File: config.mk
export PLATFORM = sky130hd
export DESIGN_NAME = inst_fetch_queue_flat
export DESIGN_NICKNAME = d
export VERILOG_FILES = /design/src/rtl/inst_fetch_queue_if.sv /design/src/rtl/inst_fetch_queue.sv /design/src/flat_wrapper.sv
export SDC_FILE = /design/constraint.sdc
export NUM_CORES = 1
export LEC_CHECK = 0
export ABC_AREA = 1
export BUFFER_PORTS_ARGS = -buffer_cell sky130_fd_sc_hd__buf_4
export CAP_MARGIN = 40
export CORE_UTILIZATION = 45
export CTS_BUF_LIST = sky130_fd_sc_hd__clkbuf_2
export DETAILED_ROUTE_END_ITERATION = 8
export HOLD_SLACK_MARGIN = 0.06
export PLACE_DENSITY_LB_ADDON = 0.3
export SLEW_MARGIN = 20
export SYNTH_ARGS = -nofsm -noshare
export SYNTH_HDL_FRONTEND = slang
export SYNTH_SLANG_ARGS = --single-unit
File: constraint.sdc
create_clock -name clk_i -period 3.5 [get_ports clk_i]
set_input_delay 0.35 -clock clk_i [delete_from_list [all_inputs] [get_ports clk_i]]
set_output_delay 0.35 -clock clk_i [all_outputs]
set_load 0.01 [all_outputs]
File: src/rtl/inst_fetch_queue_if.sv
// Bus bundle between the fetch queue, instruction memory and decode.
// The master modport is the fetch queue side. The slave modport is the memory/decode side.
interface inst_fetch_queue_if;
  logic        imem_req_o;
  logic [31:0] imem_addr_o;
  logic        imem_valid_i;
  logic [31:0] imem_data_i;
  logic        inst_valid_o;
  logic [31:0] inst_o;
  logic        inst_is_32_o;
  logic [31:0] inst_pc_o;

  modport master (
    output imem_req_o, imem_addr_o, inst_valid_o, inst_o, inst_is_32_o, inst_pc_o,
    input  imem_valid_i, imem_data_i
  );

  modport slave (
    input  imem_req_o, imem_addr_o, inst_valid_o, inst_o, inst_is_32_o, inst_pc_o,
    output imem_valid_i, imem_data_i
  );
endinterface

File: src/rtl/inst_fetch_queue.sv
// Thumb fetch front-end: fetches 32-bit words, queues them as halfwords and
// presents one complete 16- or 32-bit instruction per cycle to decode.
module inst_fetch_queue #(
  parameter int unsigned DEPTH    = 8,
  parameter logic [31:0] RESET_PC = 32'h0000_0000
) (
  input  logic                clk_i,
  input  logic                rst_i,
  input  logic                stall_i,
  input  logic                flush_i,
  input  logic [31:0]         flush_pc_i,
  inst_fetch_queue_if.master  bus
);

  localparam int unsigned PTR_W = $clog2(DEPTH);
  localparam int unsigned CNT_W = PTR_W + 1;

  typedef logic [PTR_W-1:0] ptr_t;
  typedef logic [CNT_W-1:0] cnt_t;

  localparam cnt_t        REQ_LIMIT   = cnt_t'(DEPTH - 4);
  localparam logic [31:0] RESET_FETCH = {RESET_PC[31:2], 2'b00};

  logic [15:0] mem_q [DEPTH];
  ptr_t        head_q, tail_q;
  cnt_t        count_q;
  logic [31:0] fetch_pc_q, head_pc_q;
  logic        skip_low_q;
  logic        req_q;

  logic [15:0] head_lo, head_hi;
  logic        head_is_prefix;
  logic        inst_valid;
  logic        req;
  logic        push, pop;
  cnt_t        push_n, pop_n;

  assign head_lo = mem_q[head_q];
  assign head_hi = mem_q[head_q + ptr_t'(1)];

  // 5'b11101, 5'b11110 and 5'b11111 are the first halves of two-halfword instructions.
  assign head_is_prefix = (head_lo[15:13] == 3'b111) && (head_lo[12:11] != 2'b00);

  assign inst_valid = head_is_prefix ? (count_q >= cnt_t'(2)) : (count_q >= cnt_t'(1));

  // Holding at most DEPTH-4 leaves room for the word in flight plus this one.
  assign req = !rst_i && !flush_i && (count_q <= REQ_LIMIT);

  // A response counts only if a request went out in the previous cycle.
  // This drops anything that shows up right after reset.
  assign push   = bus.imem_valid_i && req_q && !flush_i;
  assign push_n = !push ? cnt_t'(0) : (skip_low_q ? cnt_t'(1) : cnt_t'(2));
  assign pop    = inst_valid && !stall_i && !flush_i;
  assign pop_n  = !pop ? cnt_t'(0) : (head_is_prefix ? cnt_t'(2) : cnt_t'(1));

  assign bus.imem_req_o   = req;
  assign bus.imem_addr_o  = fetch_pc_q;
  assign bus.inst_valid_o = inst_valid;
  assign bus.inst_o       = head_is_prefix ? {head_hi, head_lo} : {16'h0000, head_lo};
  assign bus.inst_is_32_o = head_is_prefix;
  assign bus.inst_pc_o    = head_pc_q;

  // NOTE: sequential state uses non-blocking assignments only, so every register
  // samples the pre-edge values and evaluation order inside the block is irrelevant.
  always_ff @(posedge clk_i) begin
    req_q <= req;
    if (rst_i) begin
      // NOTE: the halfword array is reset deliberately: inst_o must read as zero
      // straight after reset, and the outputs are driven from these entries directly.
      for (int unsigned i = 0; i < DEPTH; i++) mem_q[i] <= 16'h0000;
      head_q     <= '0;
      tail_q     <= '0;
      count_q    <= '0;
      fetch_pc_q <= RESET_FETCH;
      head_pc_q  <= RESET_PC;
      skip_low_q <= RESET_PC[1];
    end else if (flush_i) begin
      head_q     <= '0;
      tail_q     <= '0;
      count_q    <= '0;
      fetch_pc_q <= {flush_pc_i[31:2], 2'b00};
      head_pc_q  <= flush_pc_i;
      skip_low_q <= flush_pc_i[1];
    end else begin
      if (req) fetch_pc_q <= fetch_pc_q + 32'd4;
      if (push) begin
        if (skip_low_q) begin
          mem_q[tail_q] <= bus.imem_data_i[31:16];
          tail_q        <= tail_q + ptr_t'(1);
          skip_low_q    <= 1'b0;
        end else begin
          mem_q[tail_q]              <= bus.imem_data_i[15:0];
          mem_q[tail_q + ptr_t'(1)]  <= bus.imem_data_i[31:16];
          tail_q                     <= tail_q + ptr_t'(2);
        end
      end
      if (pop) begin
        head_q    <= head_q + (head_is_prefix ? ptr_t'(2) : ptr_t'(1));
        head_pc_q <= head_pc_q + (head_is_prefix ? 32'd4 : 32'd2);
      end
      count_q <= count_q + push_n - pop_n;
    end
  end

  a_resp_has_req: assert property (@(posedge clk_i) disable iff (rst_i)
    bus.imem_valid_i |-> req_q);

endmodule
File: src/flat_wrapper.sv
// flat-port wrapper written by rule: the top's interface ports become plain ports
module inst_fetch_queue_flat 
#(
  parameter int unsigned DEPTH    = 8,
  parameter logic [31:0] RESET_PC = 32'h0000_0000
)
  (clk_i, rst_i, stall_i, flush_i, flush_pc_i, bus_imem_req_o, bus_imem_addr_o, bus_inst_valid_o, bus_inst_o, bus_inst_is_32_o, bus_inst_pc_o, bus_imem_valid_i, bus_imem_data_i);
  inst_fetch_queue_if bus_i ();
  input  logic clk_i;
  input  logic rst_i;
  input  logic stall_i;
  input  logic flush_i;
  input  logic [31:0] flush_pc_i;
  output wire logic [$bits(bus_i.imem_req_o)-1:0] bus_imem_req_o;
  output wire logic [$bits(bus_i.imem_addr_o)-1:0] bus_imem_addr_o;
  output wire logic [$bits(bus_i.inst_valid_o)-1:0] bus_inst_valid_o;
  output wire logic [$bits(bus_i.inst_o)-1:0] bus_inst_o;
  output wire logic [$bits(bus_i.inst_is_32_o)-1:0] bus_inst_is_32_o;
  output wire logic [$bits(bus_i.inst_pc_o)-1:0] bus_inst_pc_o;
  input wire logic [$bits(bus_i.imem_valid_i)-1:0] bus_imem_valid_i;
  input wire logic [$bits(bus_i.imem_data_i)-1:0] bus_imem_data_i;
  assign bus_imem_req_o = bus_i.imem_req_o;
  assign bus_imem_addr_o = bus_i.imem_addr_o;
  assign bus_inst_valid_o = bus_i.inst_valid_o;
  assign bus_inst_o = bus_i.inst_o;
  assign bus_inst_is_32_o = bus_i.inst_is_32_o;
  assign bus_inst_pc_o = bus_i.inst_pc_o;
  assign bus_i.imem_valid_i = bus_imem_valid_i;
  assign bus_i.imem_data_i = bus_imem_data_i;
  inst_fetch_queue #(.DEPTH(DEPTH), .RESET_PC(RESET_PC)) u_core (.clk_i(clk_i), .rst_i(rst_i), .stall_i(stall_i), .flush_i(flush_i), .flush_pc_i(flush_pc_i), .bus(bus_i));
endmodule
# After elaboration in Yosys (flattened, before gate mapping)
# Memory sizes are Yosys's and may differ from the RTL's. A register that Yosys moved wholly into a read port is not among the register bits.
# Index checks and enable logic that the tools add are counted.
[totals] regBits=76 ram_bits=128 input_bits=69 out_inout_bits=99 elab_cells=75 n_memories=1
[classes] addsub=8 magnitude_cmp=3 n_eq_ne=1 mux=36 bitwise=1 n_reduce_logical=17
[mem_list] memory="u_core.mem_q" depth=8 width=16 rd=2 rd_ports_with_merged_regs=1 wr=8 line_no="inst_fetch_queue.sv:24" text="logic [15:0] mem_q [DEPTH];"
[ops] cell="$mux W32" n=5
[ops] cell="$mux W16" n=3
[ops] cell="$add A32 B3 Y32 const B" n=1
[ops] cell="$add A32 B32 Y32" n=1
[ops] cell="$reduce_or A16 Y1" n=2
[ops] cell="$mux W3" n=6
[ops] cell="$mux W1" n=17
[ops] cell="$mux W4" n=2
[ops] cell="$reduce_bool A2 Y1" n=4
[ops] cell="$logic_and A1 B1 Y1" n=7
[ops] cell="$add A3 B1 Y3 const B" n=2
[ops] cell="$mux W2" n=3
[ops] cell="$add A4 B4 Y4" n=1
[ops] cell="$ge A4 B1 Y1 const B" n=1
[ops] cell="$ge A4 B2 Y1 const B" n=1
[ops] cell="$le A4 B3 Y1 const B" n=1
[ops] cell="$sub A4 B4 Y4" n=1
[ops] cell="$add A3 B2 Y3 const B" n=1
[ops] cell="$add A3 B3 Y3" n=1
[ops] cell="$eq A3 B3 Y1 const B" n=1
[ops] cell="$logic_not A1 Y1" n=3
[ops] cell="$reduce_or A2 Y1" n=1
[ops] cell="$or A1 B1 Y1" n=1

# Longest topological paths before layout
# Gate-level depths: netlist (run 1).
[logic_depth] ltp_word=9 mapped_depth=24 mapped_depth_nobuf=22

# Least setup slack after synthesis (run 1)
# Ideal clock, no wire load.
[synth_timing] kind="register -> register" startpoint="register with a tool-made name" endpoint="register u_core.head_pc_q[31], in the netlist u_core.bus.inst_pc_o[31]" setup_ns=0.070 arrival_ns=3.041 t_required_ns=3.430 slack_ns=0.389 path_stages_with_launch=22 n_path_buf=4 period_less_slack_ns=3.111 cell_sequence="dfxtp_1 > buf_6 > buf_2 > o211ai_1 > nand2_1 > nand2_1 > nand2_1 > nand3_2 > buf_2 > buf_2 > ha_1 > fa_1 > nand2_1 > nor2_1 > nand2_1 > nor3_1 > nand2_1 > xnor2_1 > nand2_1 > nand2_1 > nand2_1 > a21oi_1"
[synth_rtl] element="end signal: assignment" line_no="inst_fetch_queue.sv:82" text="head_pc_q <= flush_pc_i;"
[synth_rtl] element="end signal: assignment" line_no="inst_fetch_queue.sv:99" text="head_pc_q <= head_pc_q + (head_is_prefix ? 32'd4 : 32'd2);"
[synth_rtl] element="end: declaration" line_no="inst_fetch_queue.sv:27" text="logic [31:0] fetch_pc_q, head_pc_q;"

# Final worst setup path (run 1)
[layout_timing] startpoint="register u_core.head_q[0]" endpoint="output port bus_inst_o[17]"
[layout_between] elab_chain_cells=3
[layout_rtl] element="start: declaration" line_no="inst_fetch_queue.sv:25" text="ptr_t head_q, tail_q;"
[layout_rtl] element="start signal: assignment" line_no="inst_fetch_queue.sv:98" text="head_q <= head_q + (head_is_prefix ? ptr_t'(2) : ptr_t'(1));"
[layout_rtl] element="$add A3 B1 Y3" line_no="inst_fetch_queue.sv:39" text="assign head_hi = mem_q[head_q + ptr_t'(1)];"
[layout_rtl] element="$mem_v2 Z8 W16"
[layout_rtl] element="$mux W32" line_no="inst_fetch_queue.sv:59" text="assign bus.inst_o = head_is_prefix ? {head_hi, head_lo} : {16'h0000, head_lo};"
[layout_rtl] element="end: declaration" line_no="flat_wrapper.sv:17" text="output wire logic [$bits(bus_i.inst_o)-1:0] bus_inst_o;"
# No other way between the ends.

==> impl_results.rst, run 1 <==
.. list-table::
   :header-rows: 1

   * - Metric
     - Value
   * - Status
     - completed
   * - Util after Layout
     - 0.567
   * - Most frequent cell after synthesis
     - nand2_1
   * - Pwr Total
     - roughly 5400 uW
   * - Top sig layer
     - met4
   * - Top-area cell type share of the netlist area
     - 0.303
   * - Final weighted congestion in routability-driven placement
     - ~0.94
   * - Sequential cell fraction of total power
     - 0.515
   * - Share of synthesized cell area in and, or, nand and nor gates
     - 0.228
   * - Root Buffer
     - clkbuf_2
   * - Register clock-pin slew on the reported worst setup and hold paths
     - 0.11 ns
   * - Setup TNS after final layout
     - 0 ns
   * - Count of vias placed by the detailed router
     - 13602
   * - Worst-Margin Slew
     - between 0.8 and 0.9 ns
   * - Total wire length after detailed routing
     - ~46000 um
   * - Dominant cells by area after synthesis
     - edfxtp_1, dfxtp_1, nand2_1, o22ai_1, o21ai_0
   * - Share of total power in combinational logic
     - 0.178
   * - Maximum capacitance violations
     - 0
   * - Number of buffers on the longest clock path
     - 3
   * - CP Buf/Inv Count
     - 4
   * - Number of instances in the placed design
     - 2171
   * - Number of rows created at floorplan
     - 61
   * - Clock tree from TritonCTS
     - yes
   * - Max IR drop VDD
     - around 250 uV
   * - Global-route wire length before repair
     - a little under 70000 um
   * - Clock Latency Late Sink
     - approximately 0.96 ns
   * - Detailed route wirelength on metal2
     - about 21000 um
   * - Hold WC Path Type
     - in -> reg
   * - Unrepaired setup endpoints after global routing
     - false
   * - Worst-path cell chain
     - buf_6 -> clkinv_1 -> buf_4 -> nand2_1 -> nand3_1 -> o21a_1 -> o21ai_0 -> nor2_1 -> buf_4
   * - Number of unique standard cell types used by synthesis
     - 44
   * - Die area
     - 28800 sq um
   * - Largest family of logic cells by synthesized area
     - simple AND/OR/NAND/NOR gates
   * - Met3 routed WL
     - 4450 um
   * - Maximum level of the CTS H-tree
     - 2
   * - Ratio of cells with drive above 1 in the final layout
     - 0.171
   * - Via density
     - 5.78
   * - Post-synth design cell area
     - 12700 sq um
   * - Starting density of the core
     - 0.457
   * - Number of iterations in the first detailed-routing pass
     - 6
   * - Max-slew violation count
     - 0
   * - Most numerous cell types in the synthesized netlist
     - nand2_1, nor2_1, inv_1, o22ai_1, edfxtp_1
   * - Fraction of the mapped netlist area in compound gates
     - 0.210
   * - Number of synthesized flops with an enable pin
     - ~130
   * - Pin count of the biggest net entering global routing
     - 62
   * - Switching share of power
     - 0.319
   * - Final Hold Violating Endpoints
     - 0
   * - Top FF cell, synth
     - edfxtp_1
   * - DRC violations left
     - 0
   * - Remaining max-slew budget at the tightest pin
     - 0.442
   * - Synth-to-Final Area Change
     - 23.9%
   * - Fmax
     - 303 MHz
   * - Largest fanout on the critical path
     - ~50
   * - Final Instance Count excl. Fillers
     - 2353
   * - Required time at the worst-slack endpoint
     - roughly 3.2 ns
   * - CTS sink count
     - roughly 200
   * - Portion of the post-synthesis area used by sequential elements
     - 0.425
   * - Critical path class
     - reg -> out
   * - Number of buffers inserted during clock tree synthesis
     - 52
   * - # nets final
     - 2023
   * - Hold Path Stages
     - 4
   * - Die width
     - 170 um
   * - Core ar.
     - 27700 sq um
   * - Internal Pwr Total
     - 3670 uW
   * - WL per Instance
     - 19.4 um
   * - Multiplexer area fraction after synthesis
     - 0
   * - Total GRT Usage
     - 0.311
   * - Critical path depth in cells
     - 9
   * - Post-synthesis instance total
     - 1679
   * - Crit path top cell by count
     - buf_4
   * - Number of cells on the worst reg-to-reg path
     - 17
   * - Final ANT Viol Nets
     - 0
   * - PwrDens
     - 343 nW/um^2
   * - Biggest area consumer among synthesized cells
     - edfxtp_1
   * - Number of failing setup endpoints in the final timing report
     - 0
   * - I/O Pins
     - 168
   * - CP peak stage delay
     - approximately 0.38 ns
   * - Detailed placement HPWL
     - 30700 um
   * - Mean instance size in the synthesized netlist
     - roughly 7.5 sq um
   * - Number of register bits inferred by synthesis
     - 205
   * - Overall die height
     - 170 um
   * - Cell with the biggest individual delay on the critical path
     - dfxtp_4
   * - IO buf count
     - 165
   * - Wire length on met1
     - about 18000 um
   * - Number of violations reported at the end of detailed-routing iteration 0
     - between 1000 and 1500
   * - Final cycle utilization of the critical path
     - 0.944
   * - Relative contribution of the clock network to total power
     - 0.307
   * - Critical Path AT
     - 2.96 ns
   * - Shortest period the worst path allows
     - 3.31 ns
   * - Type of element capturing the critical path
     - output pin
   * - Number of global-route vias before repair
     - roughly 13000
   * - Fraction of registers with async set/reset
     - 0
   * - Number of synthesis warnings
     - 0
   * - Remaining global-route overflow
     - 0
   * - Fill cell count
     - 2559
   * - Post-Route Skew
     - 0.150 ns
   * - Post-CTS Setup Inserts
     - 0
   * - Adder-cell share of the synthesized area
     - 0.0221
   * - Net switching power
     - ~1700 uW
   * - Xor-xnor portion of the synthesized cell area
     - 0.0290
   * - Number of antenna violations at the first check in global routing
     - 1
   * - Category of the worst setup path launch point
     - register
   * - Leakage power total
     - 0.00640 uW
   * - Kind of cell with the highest combined delay on the critical path
     - buffers and inverters
logic make-up (layout without fill, tap and decap cells):
group / after synthesis / in the layout
other: 1 / 3
and+or+nand+nor: 696 / 696
AOI/OAI and AO/OA: 452 / 452
xor gates and xnor gates: 42 / 42
adders and majority gates: 20 / 20
buffers and inverters: 263 / 557
DFF: 205 / 205
repair_timing:
item                                   in CTS  in global routing
endpoints found under the hold margin     204                  0
hold buffers                               87                  0
resized for setup                           1                  9
pin swaps                                   0                  0
setup endpoints to repair                   1                 16
state kept, by name, indices dropped and copies added, names as in the netlist, named ones only:
signal and flops:
u_core.req_q 1, u_core.count_q 4, u_core.skip_low_q 1, u_core.tail_q 3
u_core.bus.inst_pc_o 32, u_core.mem_q 128, u_core.head_q 3, u_core.bus.imem_addr_o 30
area by class of cell:
class / count / area [sq um] / share of cell area
repair buffers: 300 / 2500 / 0.159
clock inverters: 12 / 57.6 / 0.00367
clock buffers: 82 / 410 / 0.0261
multi-input cells: 1212 / 6250 / 0.398
flip-flops and latches: 205 / 5390 / 0.344
well taps: 378 / 473 / 0.0301
diodes: 1 / 2.50 / 0.000159
inverters: 163 / 614 / 0.0391
cells in the final DEF, fill, tap and decap left out, drive strengths merged:
cell type      n
a211oi         1
a21boi         1
a21oi        108
a31oi         24
a32o           1
a32oi          2
buf          213
clkbuf        82
clkinv        30
clkinvlp       2
conb           2
dfxtp         77
diode          1
dlygate4sd3   87
edfxtp       128
fa             4
ha            16
inv          143
nand2        400
nand3         97
nand3b         1
nand4         23
nor2         150
nor3          20
nor3b          1
nor4           3
o211ai        34
o21a          16
o21ai        134
o221ai         1
o22ai        130
or2            1
xnor2         20
xor2          22
power groups by stage:
| stage | registers, uW | clock network, uW | logic, uW |
|---|---|---|---|
| final | 2780 | 1650 | 960 |
| after floorplan | 2810 | 0 | 510 |
| after detailed placement | 2830 | 0 | 876 |
| after global placement | 2820 | 0 | 861 |
| after CTS | 2770 | 1670 | 945 |
| after global routing | 2790 | 1760 | 1040 |
worst paths after layout:
kind / slack, ns / to / startpoint
setup reg to reg: 0.27 / u_core.count_q[2]$_SDFF_PN0_ / register
setup / recovery: 0.19 / bus_inst_o[17] / u_core.head_q[0]$_SDFFE_PN0N_
hold / removal: 0.30 / u_core.bus.inst_pc_o[0]$_SDFFE_PP0P_ / flush_pc_i[0]
hold reg to reg: 0.52 / register / u_core.head_q[2]$_SDFFE_PN0N_
metal layers:
layer | track usage | vias up
li1 | - | 6347
met1 | 0.386 | 6278
met2 | 0.516 | 834
met3 | 0.0525 | 143
met4 | 0.164 | 0
met5 | 0 | -
worst reg2reg max path: stages, from the launching register on:
cell and delay (ns):
dfxtp_4 0.43, buf_12 0.16, nand2_1 0.07, nand3_1 0.08, nand3_1 0.08, nand2_1 0.11, nand2_1 0.11, nand3_4 0.15
nand2_1 0.07, nand2_1 0.11, nand3_1 0.15, inv_1 0.14, nand2_1 0.08, fa_1 0.54, inv_1 0.07, fa_1 0.43
xor2_1 0.16, nor2_1 0.05
per-stage QoR:
step	worst slack [ns]	area [sq um]	hold slack [ns]
floorplan	0.389	12700	0.474
global placement	0.479	14300	0.492
detailed placement	0.350	14300	0.503
CTS	0.0329	15700	0.228
global route	0.0111	15700	0.307
finish	0.195	15700	0.296
No activity file was read; power rests on OpenSTA's default activity.
==> inputs of run 2 (changes only) <==
--- a/config.mk
+++ b/config.mk
@@ -8,6 +8,7 @@
 export ABC_AREA = 1
 export BUFFER_PORTS_ARGS = -buffer_cell sky130_fd_sc_hd__buf_4
 export CAP_MARGIN = 40
+export CORE_ASPECT_RATIO = 1.75
 export CORE_UTILIZATION = 45
 export CTS_BUF_LIST = sky130_fd_sc_hd__clkbuf_2
 export DETAILED_ROUTE_END_ITERATION = 8
==> constraint.sdc (replaced) <==
create_clock -name clk_i -period 3.46 [get_ports clk_i]
set_input_delay 0.346 -clock clk_i [delete_from_list [all_inputs] [get_ports clk_i]]
set_output_delay 0.346 -clock clk_i [all_outputs]
set_load 0.01 [all_outputs]
==> run 2 against run 1 <==
Against the previous run: sequential share of layout area about the same; clock skew down 0.051 ns; sequential power about the same; worst setup slack better by 0.019 ns; global-route usage up 1.9 points; combinational power up 2%; core utilization up 0.62 points; first-iteration DRC count down 22%; critical path depth unchanged; via count down 0.49%; final cell count down 0.47%.
==> impl_results.rst, run 2 (synthesis results as in run 1) <==
.. list-table::
   :header-rows: 1

   * - Metric
     - Value
   * - Status
     - completed
   * - Category of the worst setup path launch point
     - register
   * - Number of global-route vias before repair
     - ~13000
   * - Critical Path AT
     - 2.90 ns
   * - Shortest period the worst path allows
     - 3.25 ns
   * - Number of failing setup endpoints in the final timing report
     - 0
   * - Total GRT Usage
     - 0.330
   * - Total wire length after detailed routing
     - 47300 um
   * - Root Buffer
     - clkbuf_2
   * - Number of antenna violations at the first check in global routing
     - 1
   * - Remaining global-route overflow
     - 0
   * - PwrDens
     - about 340 nW/um^2
   * - Global-route wire length before repair
     - 71400 um
   * - Via density
     - 5.78
   * - Max-slew violation count
     - 0
   * - Final Hold Violating Endpoints
     - 0
   * - Fmax
     - 308 MHz
   * - Number of iterations in the first detailed-routing pass
     - 6
   * - Maximum level of the CTS H-tree
     - 2
   * - Starting density of the core
     - 0.462
   * - Final ANT Viol Nets
     - 0
   * - Number of violations reported at the end of detailed-routing iteration 0
     - 1044
   * - Unrepaired setup endpoints after global routing
     - false
   * - Number of buffers inserted during clock tree synthesis
     - between 40 and 50
   * - Most common library cell in the layout ignoring fill and taps
     - nand2_1
   * - Count of vias placed by the detailed router
     - 13535
   * - Overall die height
     - 224 um
   * - Die width
     - between 100 and 150 um
   * - Type of element capturing the critical path
     - output pin
   * - Clock Latency Late Sink
     - 0.92 ns
   * - Max IR drop VDD
     - 228 uV
   * - Die area
     - 28900 sq um
   * - Leakage power total
     - around 0.0064 uW
   * - Util after Layout
     - 0.573
   * - Final cycle utilization of the critical path
     - 0.938
   * - Critical path class
     - reg -> out
   * - Worst hold-check slack
     - roughly 0.30 ns
   * - Final weighted congestion in routability-driven placement
     - 0.991
   * - Required time at the worst-slack endpoint
     - 3.11 ns
   * - Post-CTS Setup Inserts
     - 0
   * - Worst-Margin Slew
     - 0.735 ns
   * - Detailed placement HPWL
     - 32600 um
   * - Most flop-heavy register
     - u_core.mem_q
   * - Number of buffers on the longest clock path
     - 3
   * - Clock tree from TritonCTS
     - yes
   * - Flip-flop count of the largest register, all copies and words added
     - 128
   * - CTS sink count
     - just over 200
   * - WL per Instance
     - 20.2 um
   * - Pin count of the biggest net entering global routing
     - between 60 and 70
   * - Hold WC Path Type
     - in -> reg
   * - Post-Route Skew
     - 0.0991 ns
   * - Maximum capacitance violations
     - 0
   * - Ratio of cells with drive above 1 in the final layout
     - 0.162
   * - Synth-to-Final Area Change
     - 24.0%
   * - Remaining max-slew budget at the tightest pin
     - 0.510
   * - DRC violations left
     - 0
   * - I/O Pins
     - 168
   * - Core ar.
     - 27400 sq um
   * - IO buf count
     - 165
   * - # nets final
     - 2026
   * - Register clock-pin slew on the reported worst setup and hold paths
     - approximately 0.12 ns
   * - Most frequent cells in the layout
     - nand2_1, buf_4, nor2_1
   * - Setup TNS after final layout
     - 0 ns
   * - Number of rows created at floorplan
     - 80
   * - Largest fanout on the critical path
     - 63
run 2: cell types whose count changed in the layout (fill, tap and decap cells not counted), sizes merged:
cell / before / now
clkbuf: 82 / 61
clkinv: 30 / 38
dlygate4sd3: 87 / 95
buf: 213 / 214
diode: 1 / 2
inv: 143 / 144
run 2: path summary, 6_finish.rpt:
check / start / cells past startpoint / end / slack [ns]
max: u_core.head_q[0]$_SDFFE_PN0N_ / 9 / bus_inst_o[18] / 0.21
min: flush_pc_i[0] / 4 / u_core.bus.inst_pc_o[0]$_SDFFE_PP0P_ / 0.30
max reg2reg: register / 15 / u_core.head_q[2]$_SDFFE_PN0N_ / 0.22
min reg2reg: u_core.bus.inst_pc_o[31]$_SDFFE_PP0N_ / 2 / u_core.bus.inst_pc_o[31]$_SDFFE_PP0N_ / 0.53
run 2: per-layer routing:
layer,up-vias,global-route usage,share of wire
li1,6343,-,-
met5,-,0,0
met1,6259,0.311,0.31
met4,0,0.292,0.096
met2,711,0.604,0.52
met3,222,0.0518,0.067
run 2: worst max-delay path: stages (launching register included):
cell     delay, ns
dfxtp_4       0.38
buf_4         0.40
buf_16        0.30
nor2_1        0.08
a21oi_1       0.14
o21ai_0       0.10
nand2_1       0.09
o21ai_0       0.09
nor2_1        0.20
buf_4         0.16
run 2: metrics by stage:
| stage | setup WS (ns) | instances | power [uW] | instance area, sq um |
|---|---|---|---|---|
| after floorplan | 0.349 | 1680 | 3360 | 12700 |
| after global placement | 0.394 | 2162 | 3730 | 14300 |
| after detailed placement | 0.293 | 2163 | 3750 | 14300 |
| after CTS | 0.103 | 2340 | 5320 | 15700 |
| after global routing | 0.0243 | 2341 | 5540 | 15700 |
| final | 0.213 | 2342 | 5320 | 15700 |
run 2: where the power goes:
part           internal [uW]  switching [uW]
combinational            396             583
sequential              2700             110
clock                    496            1040
run 2: what timing repair did:
item / 4_1_cts / 5_1_grt
setup endpoints to repair: 6 / 9
hold endpoints to repair: 203 / 0
gates resized for setup: 1 / 6
hold buffers: 95 / 0
run 2: layout make-up:
type	count	area (sq um)
well taps	369	462
multi-input cells	1212	6230
diodes	2	5.00
flip-flops and latches	205	5390
inverters	163	614
fillers	2592	11700
clock buffers	61	305
repair buffers	309	2600
clock inverters	21	97.6
==> inputs of run 3 (changes only) <==
--- a/config.mk
+++ b/config.mk
@@ -10,7 +10,7 @@
 export CAP_MARGIN = 40
 export CORE_ASPECT_RATIO = 1.75
 export CORE_UTILIZATION = 45
-export CTS_BUF_LIST = sky130_fd_sc_hd__clkbuf_2
+export CTS_BUF_LIST = sky130_fd_sc_hd__clkbuf_4 sky130_fd_sc_hd__clkbuf_8 sky130_fd_sc_hd__clkbuf_16
 export DETAILED_ROUTE_END_ITERATION = 8
 export HOLD_SLACK_MARGIN = 0.06
 export PLACE_DENSITY_LB_ADDON = 0.3
==> run 3 against run 2 <==
Against the previous run: worst hold slack lost 0.15 ns; critical endpoint is now u_core.count_q[3]$_SDFF_PN0_; core utilization shrank 2.7 points; non-clock buffer count shrank 93; combinational power shrank 7.8%; final cell count shrank 6.1%; die area is the same; highest routed layer unchanged.
==> impl_results.rst, run 3 (synthesis results as in run 1) <==
.. list-table::
   :header-rows: 1

   * - Metric
     - Value
   * - Status
     - completed
   * - Most frequent cells in the layout
     - nand2_1, buf_4, nor2_1
   * - Post-CTS Setup Inserts
     - 0
   * - Final Hold Violating Endpoints
     - 0
   * - Die width
     - between 100 and 150 um
   * - Leakage power total
     - 0.00594 uW
   * - Number of antenna violations at the first check in global routing
     - 0
   * - Core ar.
     - 27400 sq um
   * - Clock tree from TritonCTS
     - yes
   * - Register clock-pin slew on the reported worst setup and hold paths
     - 0.06 ns
   * - Maximum capacitance violations
     - 0
   * - Type of element capturing the critical path
     - register
   * - Synth-to-Final Area Change
     - 18.1%
   * - Final ANT Viol Nets
     - 0
   * - WL per Instance
     - 20.7 um
   * - Max IR drop VDD
     - 315 uV
   * - Category of the worst setup path launch point
     - register
   * - Pin count of the biggest net entering global routing
     - 64
   * - Critical Path AT
     - around 3.6 ns
   * - Remaining max-slew budget at the tightest pin
     - 0.508
   * - Overall die height
     - 224 um
   * - Most flop-heavy register
     - u_core.mem_q
   * - IO buf count
     - 165
   * - DRC violations left
     - 0
   * - Number of global-route vias before repair
     - 12558
   * - Shortest period the worst path allows
     - 3.13 ns
   * - Kind of cell with the highest combined delay on the critical path
     - simple AND/OR/NAND/NOR gates
   * - Fmax
     - 319 MHz
   * - Final cycle utilization of the critical path
     - 0.905
   * - I/O Pins
     - 168
   * - Number of buffers inserted during clock tree synthesis
     - 20
   * - Hold Path Stages
     - 3
   * - Number of rows created at floorplan
     - 80
   * - Number of cells on the worst reg-to-reg path
     - 20
   * - Required time at the worst-slack endpoint
     - between 3 and 4 ns
   * - Number of iterations in the first detailed-routing pass
     - 5
   * - Die area
     - 28900 sq um
   * - Global-route wire length before repair
     - 68700 um
   * - Total GRT Usage
     - 0.317
   * - Post-Route Skew
     - approximately 0.017 ns
   * - Worst reg2reg setup slack
     - 0.33 ns
   * - Hold path startpoint
     - flush_pc_i[19]
   * - Via density
     - about 6
   * - Count of vias placed by the detailed router
     - 12949
   * - Ratio of cells with drive above 1 in the final layout
     - 0.153
   * - Detailed placement HPWL
     - 32600 um
   * - PwrDens
     - ~390 nW/um^2
   * - Starting density of the core
     - 0.462
   * - Flip-flop count of the largest register, all copies and words added
     - between 100 and 150
   * - Clock Latency Late Sink
     - 0.52 ns
   * - CP peak stage delay
     - 0.46 ns
   * - Number of buffers on the longest clock path
     - 3
   * - Critical path class
     - reg -> reg
   * - Dpl ws
     - between 0.2 and 0.3 ns
   * - Number of violations reported at the end of detailed-routing iteration 0
     - 885
   * - CTS sink count
     - 205
   * - Remaining global-route overflow
     - 0
   * - Root Buffer
     - clkbuf_16
   * - End of the worst register-to-register path
     - u_core.count_q[3]$_SDFF_PN0_
   * - Most common library cell in the layout ignoring fill and taps
     - nand2_1
   * - Unrepaired setup endpoints after global routing
     - false
   * - # nets final
     - 1907
   * - Largest fanout on the critical path
     - 18
   * - Count of antenna diodes in the layout
     - 0
   * - Number of failing setup endpoints in the final timing report
     - 0
   * - Hold WC Path Type
     - in -> reg
   * - Smallest setup slack after layout
     - 0.327 ns
   * - WHS Endpoint
     - u_core.bus.imem_addr_o[19]$_SDFFE_PP0P_
   * - Final weighted congestion in routability-driven placement
     - 0.991
   * - Maximum level of the CTS H-tree
     - 1
   * - Worst-path cell chain
     - buf_12 -> nor2_1 -> nor2_1 -> nand2_1 -> nand3_1 -> nand2_1 -> nor2_2 -> nand3_2 -> nand2_1 -> nand2_1 -> nand3_1 -> inv_1 -> nand2_1 -> fa_1 -> ha_1 -> nand2_1 -> nor2_1 -> a211oi_1 -> o21ai_0 -> a21oi_1
   * - Max-slew violation count
     - 0
   * - Cell with the biggest individual delay on the critical path
     - dfxtp_2
   * - Worst-Margin Slew
     - 0.738 ns
   * - Crit path top cell by count
     - nand2_1
   * - CP Buf/Inv Count
     - 2
   * - Util after Layout
     - 0.546
   * - Total wire length after detailed routing
     - 45500 um
   * - Setup TNS after final layout
     - 0 ns
-- run 3: worst max path at each step --
stage	to	cells past startpoint	slack (ns)
2_1_floorplan	u_core.bus.inst_pc_o[31]$_SDFFE_PP0N_	21	0.35
6_report	u_core.count_q[3]$_SDFF_PN0_	20	0.33
3_5_place_dp	u_core.bus.inst_pc_o[31]$_SDFFE_PP0N_	20	0.29
4_1_cts	u_core.bus.inst_pc_o[31]$_SDFFE_PP0N_	20	0.26
5_1_grt	u_core.bus.inst_pc_o[31]$_SDFFE_PP0N_	19	0.03
3_3_place_gp	u_core.bus.inst_pc_o[31]$_SDFFE_PP0N_	20	0.39
-- run 3: area by class of cell --
| cell class | count | area [sq um] |
|---|---|---|
| Clock buffer | 21 | 508 |
| Clock inverter | 14 | 90.1 |
| Fill cell | 2691 | 12500 |
| Inverter | 163 | 612 |
| Multi-Input combinational cell | 1212 | 6220 |
| Sequential cell | 205 | 5390 |
| Tap cell | 369 | 462 |
| Timing Repair Buffer | 216 | 1680 |
-- run 3: metrics by stage --
step                std cells  power (uW)  area (sq um)  hold slack [ns]
floorplan                1680        3360         12700            0.474
detailed placement       2163        3750         14300            0.503
finish                   2200        5780         15000            0.147
global placement         2162        3730         14300            0.494
global route             2200        5980         15000            0.147
CTS                      2199        5790         14900            0.140
-- run 3: worst min-delay path, cell delays in order --
cell	delay, ns
buf_4	0.11
nand2_1	0.09
o22ai_1	0.08
-- run 3: per-layer routing --
| layer | vias up | global-route usage | wire, um |
|---|---|---|---|
| met3 | 205 | 0.0404 | 2860 |
| met5 | - | 0 | 0 |
| met4 | 0 | 0.279 | 4440 |
| met1 | 6019 | 0.308 | 14600 |
| met2 | 657 | 0.579 | 23600 |
| li1 | 6068 | - | - |
-- run 3: repair_timing --
action,4_1_cts,5_1_grt
gates resized for setup,0,1
setup endpoints to repair,0,4
endpoints found under the hold margin,1,0
hold buffers,1,0
-- run 3: where the power goes --
group / switching [uW] / total (uW) / internal [uW]
Combinational: 563 / 903 / 340
Clock: 994 / 2070 / 1080
Sequential: 108 / 2810 / 2700
Total: 1670 / 5780 / 4110
